==> config.mk <==
export PLATFORM = sky130hd
export DESIGN_NAME = fifo_byte_reader
export DESIGN_NICKNAME = d
export VERILOG_FILES = /design/src/rtl/fifo_byte_reader.sv
export SDC_FILE = /design/constraint.sdc
export NUM_CORES = 1
export LEC_CHECK = 0
export CAP_MARGIN = 40
export CORE_ASPECT_RATIO = 1.4
export CORE_MARGIN = 5
export CORE_UTILIZATION = 50
export CTS_CLUSTER_SIZE = 40
export DETAILED_ROUTE_END_ITERATION = 7
export PLACE_DENSITY_LB_ADDON = 0.1
export SLEW_MARGIN = 10
export SYNTH_ARGS = -nofsm -noshare
export SYNTH_HDL_FRONTEND = slang
export SYNTH_SLANG_ARGS = --single-unit
export TNS_END_PERCENT = 5
==> constraint.sdc <==
create_clock -name clk -period 2.28 [get_ports clk]
set_input_delay 0.456 -clock clk [delete_from_list [all_inputs] [get_ports clk]]
set_output_delay 0.456 -clock clk [all_outputs]
set_load 0.01 [all_outputs]
==> src/rtl/fifo_byte_reader.sv <==
// Pops DATA_W-bit words from a word FIFO and streams them out as bytes on a valid/ready interface.
// Optional odd-parity output m_parity when FIFO_READER_PARITY_EN is defined.
module fifo_byte_reader #(
  parameter int DATA_W    = 32,
  parameter int MSB_FIRST = 1,
  parameter int CNT_W     = 16
) (
  input  logic              clk,
  input  logic              reset,
  input  logic              enable,
  input  logic              fifo_empty,
  input  logic [DATA_W-1:0] fifo_data,
  output logic              fifo_rd,
  output logic [7:0]        m_data,
  output logic              m_valid,
  input  logic              m_ready,
  output logic              busy,
  output logic [CNT_W-1:0]  word_count
`ifdef FIFO_READER_PARITY_EN
  ,
  output logic              m_parity
`endif
);

  localparam int BYTES = DATA_W / 8;
  localparam int IDX_W = (BYTES > 1) ? $clog2(BYTES) : 1;

  typedef enum logic [1:0] {IDLE, LOAD, SEND} state_t;

  state_t            state;
  logic [DATA_W-1:0] shift_reg;
  logic [IDX_W-1:0]  byte_idx;
  logic              accept;
  logic              last_byte;
  logic              load_byte;
  logic [7:0]        next_byte;

  function automatic logic [7:0] pick_byte(input logic [DATA_W-1:0] word,
                                           input logic [IDX_W-1:0]  idx);
    logic [7:0] b;
    b = '0;
    for (int i = 0; i < BYTES; i++) begin
      if (IDX_W'(i) == idx) begin
        b = (MSB_FIRST != 0) ? word[DATA_W-1-8*i -: 8] : word[8*i +: 8];
      end
    end
    return b;
  endfunction

  // Reset gates the strobe so no word is popped while the block is held in reset.
  assign fifo_rd   = reset && (state == IDLE) && enable && !fifo_empty;
  assign busy      = (state != IDLE);
  assign accept    = m_valid && m_ready;
  assign last_byte = (byte_idx == IDX_W'(BYTES - 1));
  assign load_byte = (state == LOAD) || ((state == SEND) && accept && !last_byte);
  assign next_byte = (state == LOAD) ? pick_byte(fifo_data, '0)
                                     : pick_byte(shift_reg, byte_idx + 1'b1);

  always_ff @(posedge clk or negedge reset) begin
    if (!reset) begin
      state      <= IDLE;
      shift_reg  <= '0;
      byte_idx   <= '0;
      word_count <= '0;
      m_valid    <= 1'b0;
      m_data     <= '0;
    end else begin
      if (load_byte) begin
        m_data <= next_byte;
      end
      case (state)
        IDLE: begin
          if (fifo_rd) begin
            state <= LOAD;
          end
        end
        LOAD: begin
          shift_reg <= fifo_data;
          byte_idx  <= '0;
          m_valid   <= 1'b1;
          state     <= SEND;
        end
        SEND: begin
          if (accept) begin
            if (last_byte) begin
              m_valid    <= 1'b0;
              word_count <= word_count + 1'b1;
              state      <= IDLE;
            end else begin
              byte_idx <= byte_idx + 1'b1;
            end
          end
        end
        default: begin
          state <= IDLE;
        end
      endcase
    end
  end

`ifdef FIFO_READER_PARITY_EN
  always_ff @(posedge clk or negedge reset) begin
    if (!reset) begin
      m_parity <= 1'b1;
    end else if (load_byte) begin
      m_parity <= ~^next_byte;
    end
  end
`endif

endmodule

## Yosys cells after proc, flatten, opt, wreduce, memory -nomap -nowiden

Cells that the tools add are included.

| storage, ports and cells | value |
|---|---|
| bits in registers | 61 |
| bits in latches | 0 |
| memory bits (writable) | 0 |
| memory bits (read-only) | 0 |
| logic and storage cells | 50 |
| memories | 0 |

| cells by class | value |
|---|---|
| add/subtract/negate cells | 2 |
| multipliers | 0 |
| div/mod/pow operators | 0 |
| magnitude comparators | 0 |
| eq/ne operators | 10 |
| shift-type cells | 0 |
| muxes and demuxes | 15 |
| bitwise operators | 0 |
| reduce and logical (&&, ||, !) cells | 17 |

Operator list:

| cell | number |
|---|---|
| 8-bit 2-to-1 mux | 5 |
| 16-bit by 1-bit adder with 16-bit output (second input constant) | 1 |
| 3-bit AND reduction | 4 |
| 2-bit 2-to-1 mux | 5 |
| 2-bit != test (second input constant) | 4 |
| 1-bit logical AND | 6 |
| 2-bit one-hot mux with 3 select lines | 1 |
| 2-bit == test (first input constant) | 2 |
| 2-bit == test (second input constant) | 2 |
| 2-bit zero test | 2 |
| 2-bit one-hot mux with 2 select lines | 1 |
| 2-bit nonzero test | 2 |
| 2-bit by 1-bit adder with 2-bit output (second input constant) | 1 |
| 1-bit by 2-bit == test with 1-bit output (first input constant) | 1 |
| 2-bit by 1-bit == test with 1-bit output (second input constant) | 1 |
| 1-bit zero test | 2 |
| 1-bit 2-to-1 mux | 2 |
| 1-bit one-hot mux with 2 select lines | 1 |
| 1-bit logical OR | 1 |

## Depth between registers and ports, before layout

Gate-level depths: netlist (run 1).

| logic depth | value |
|---|---|
| depth after elaboration | 7 |
| depth in mapped cells | 8 |
| mapped depth without buffers | 6 |

## Least setup slack after synthesis (run 1)

OpenSTA, ideal clock, no wires.

| timing path | value |
|---|---|
| path kind | register -> register |
| start point | register byte_idx[0] |
| end point | register word_count[15] |
| data arrival time | 1.574 ns |
| path slack | 0.626 ns |
| stages on the path, launching flop included | 6 |
| path buffers | 0 |
| period minus slack after synthesis | 1.654 ns |
| cell sequence | dfrtp_1 > ha_1 > nand3_2 > nor4_4 > and4_1 > xor2_1 |

| between the ends | value |
|---|---|
| word-level cells in the longest chain between the ends | 2 |

Ends and longest elaborated chain:

| element | RTL line | source |
|---|---|---|
| start: declaration | 32 | `logic [IDX_W-1:0] byte_idx;` |
| start signal: assignment | 90 | `byte_idx <= byte_idx + 1'b1;` |
| 2-bit == test | 54 | `assign last_byte = (byte_idx == IDX_W'(BYTES - 1));` |
| 3-bit AND reduction (no line) | -- |  |
| end signal: assignment | 87 | `word_count <= word_count + 1'b1;` |
| end: declaration | 18 | `output logic [CNT_W-1:0] word_count` |

No other way between the ends.
A chain may end at the register's enable or synchronous reset.

## Worst setup path after layout (run 1)

| timing path | value |
|---|---|
| start point | register state[1] |
| end point | output port busy |

| between the ends | value |
|---|---|
| word-level cells in the longest chain between the ends | 1 |

Ends and longest elaborated chain:

| element | RTL line | source |
|---|---|---|
| start: declaration | 30 | `state_t state;` |
| start signal: assignment | 61 | `state <= IDLE;` |
| start signal: assignment | 74 | `state <= LOAD;` |
| start signal: assignment | 81 | `state <= SEND;` |
| 2-bit nonzero test | 52 | `assign busy = (state != IDLE);` |
| end: declaration | 17 | `output logic busy,` |

No other way between the ends.

==> flow_summary.yaml, run 1 <==
outcome:
  outcome: "complete, no violations"
synth:
  yosysSeqAreaShare: 0.536
  synth_nets: 356
  yosys_warnings: 0
  ys_seq_elements: 61
  synth.distinct_cells: 31
  synth_cells: 313
  synth_area_mm2: 0.00285
  syn_avg_cell_area_um2: 9.09
clock_network:
  cts_num_sinks: 61
  cts.htree.levels: 3
  cts_buffers: 9
  clk_latency_ps: 340
  path_clk_slew_ps: 70
  cts_tree: "yes"
  clock_path_buffers: 2
  cts_root_buf: "clkbuf_8"
  cts_setup_buffers: 0
  postCtsHoldBufs: 0
finish:
  drive_above_1_share: 0.0789
  area_growth_pct: 31.9
  fin_cells: 448
  largest_reg_flops: 32
  final_common_cell: "nand2_1"
  filler_cell_count: 482
  layout_common_cells: "98 x nand2_1, 61 x clkdlybuf4s50_1, 59 x dfrtp_1, 18 x o21ai_0, 17 x a21oi_1"
  nNetsFinal: 418
  antenna_cells: 0
  post-route-util: 0.679
sta:
  setup_viol: 0
  final_max_slew_viol_count: 0
  fin_crit_sh: 0.915
  setup-tns-final_ps: 0
  fmax_mhz: 479
  grt_setup_unrepaired: "no"
  min_period_ps: 2090
  finalHoldViolCount: 0
  worst_slack_ps: 193
  max-slew-margin-rel: 0.490
  tightest_slew_ps: 765
  fin_skew_ps: 7.28
drt:
  drt-vias-per-instance: 5.18
  drtPass1Iterations: 4
  dr_total_vias: 2319
  drc: 0
  drt_iter0_drc: 133
  final_antenna_net_count: 0
  finalWirelength_um: 6840
  wire_per_inst_um: 15.3
worst_setup_path:
  worstSetupPathType: "reg2out"
  crit_chain: "or2_2 > clkdlybuf4s50_1"
  critical-path-slowest-cell: "clkdlybuf4s50_1"
  start_kind: "flop"
  ff2ff_path_depth: 6
  end_kind: "output port"
  required_ps: 1820
  arrival_ps: 1630
  worst-path-max-fanout: 7
  slowest_delay_ps: 500
hold_path:
  hold_class: "in2async"
floorplanning:
  die_width_um: 73.8
  die_h_um: 99.3
  io-pin-count: 64
  core-area_mm2: 0.00553
  std_cell_rows: 32
  die-area_mm2: 0.00732
  initial_core_util: 0.515
placement:
  dp.cells: 432
  post-dp-hpwl_um: 4840
  dp_slack_ps: 160
  gp_congestion: 0.773
  port_buffers: 63
power:
  p_per_area_mw_per_mm2: 1150
  leakage_nw: 1.71
  power.total_w: 0.00431
  peakVddDrop_mv: 0.646
run:
  maxCapViolCount: 0
global_routing:
  grt_usage: 0.203
  grt_pass1_wl_um: 11200
  antenna_found_initial: 0
  grt_pass1_vias: 2385
  grt-ovfl-total: 0
  grt_max_degree: 62
## layer usage
layer	vias up	global-route usage	share of wire
met2	49	0.331	0.53
li1	1157	-	-
met1	1099	0.245	0.40
met4	0	0.0809	0.023
met5	-	0	0
met3	14	0.0637	0.045
## Yosys cell counts, drive strengths merged
| cell type | instances | area share |
|---|---|---|
| nor3 | 13 | 0.029 |
| a22o | 2 | 0.0062 |
| mux2 | 1 | 0.0040 |
| and3b | 1 | 0.0031 |
| inv | 13 | 0.017 |
| xor2 | 5 | 0.015 |
| a22oi | 8 | 0.021 |
| ha | 6 | 0.026 |
| nor2b | 1 | 0.0022 |
| and4 | 1 | 0.0031 |
| nand4 | 2 | 0.0044 |
| nor4 | 4 | 0.014 |
| nand2 | 98 | 0.13 |
| buf | 5 | 0.0088 |
| or2 | 1 | 0.0022 |
| o21ai | 18 | 0.032 |
| dfrtp | 61 | 0.54 |
| nand3 | 9 | 0.018 |
| a21oi | 17 | 0.030 |
| xnor2 | 10 | 0.031 |
| and3 | 2 | 0.0044 |
| nand2b | 3 | 0.0092 |
| a21o | 1 | 0.0026 |
| clkbuf | 12 | 0.016 |
| nor2 | 11 | 0.015 |
| a211oi | 8 | 0.021 |
## critical path: cells and delay by family (launching register included)
| family | cells | cell delay (ps) |
|---|---|---|
| buffers and inverters | 1 | 500 |
| DFF | 1 | 470 |
| and+or+nand+nor | 1 | 330 |
## cell type report
type                       instances  area (um^2)  share of cell area
multi-input combinational        222         1200               0.320
sequential                        61         1530               0.407
inverter                          13         48.8              0.0130
timing repair buffer              68          662               0.176
clock inverter                     3         67.6              0.0180
tap                               68         85.1              0.0227
clock buffer                      13          159              0.0423
## stage by stage
stage	cell area, um^2	hold WS, ps
2_1_floorplan	2850	160
3_3_place_gp	3530	460
3_5_place_dp	3530	460
4_1_cts	3750	401
5_1_grt	3750	423
6_report	3750	348
## path summary, 6_finish.rpt
kind	slack [ps]	startpoint	end
max	190	state[1]$_DFFE_PN0P_	busy
min	350	reset	shift_reg[12]$_DFFE_PN0P_
max reg2reg	390	byte_idx[0]$_DFFE_PN0P_	word_count[15]$_DFFE_PN0P_
min reg2reg	470	word_count[15]$_DFFE_PN0P_	word_count[15]$_DFFE_PN0P_
max in group asynchronous	1370	reset	state[0]$_DFFE_PN0P_
min in group clk	420	reset	state[0]$_DFFE_PN0P_
## cell families after synthesis
group                      Yosys count  synth area share
muxes                                1           0.00396
AOI/OAI and AO/OA                   54             0.113
DFF                                 61             0.536
adders and majority gates            6            0.0264
buffers and inverters               30            0.0418
xor gates and xnor gates            15            0.0462
and+or+nand+nor                    146             0.233
## power breakdown
| part | leakage, nW | internal [W] | total, W | switching [W] |
|---|---|---|---|---|
| clock | 0.110 | 0.000676 | 0.00109 | 0.000417 |
| sequential | 0.747 | 0.00149 | 0.00176 | 0.000269 |
| combinational | 0.854 | 0.000668 | 0.00146 | 0.000795 |
| total | 1.71 | 0.00283 | 0.00431 | 0.00148 |
## what timing repair did
item / CTS / global route
endpoints found under the setup margin: 1 / 0
resized for setup: 3 / 0
endpoints found under the hold margin: 0 / 0
(Power assumes the default switching activity.)
==> run 2, diff against run 1 <==
--- a/config.mk
+++ b/config.mk
@@ -11,6 +11,7 @@
 export CORE_UTILIZATION = 50
 export CTS_CLUSTER_SIZE = 40
 export DETAILED_ROUTE_END_ITERATION = 7
+export HOLD_SLACK_MARGIN = 0.02
 export PLACE_DENSITY_LB_ADDON = 0.1
 export SLEW_MARGIN = 10
 export SYNTH_ARGS = -nofsm -noshare
==> results of run 2 <==
Same layout as run 1: the final DEF is identical, and so are final timing and power.
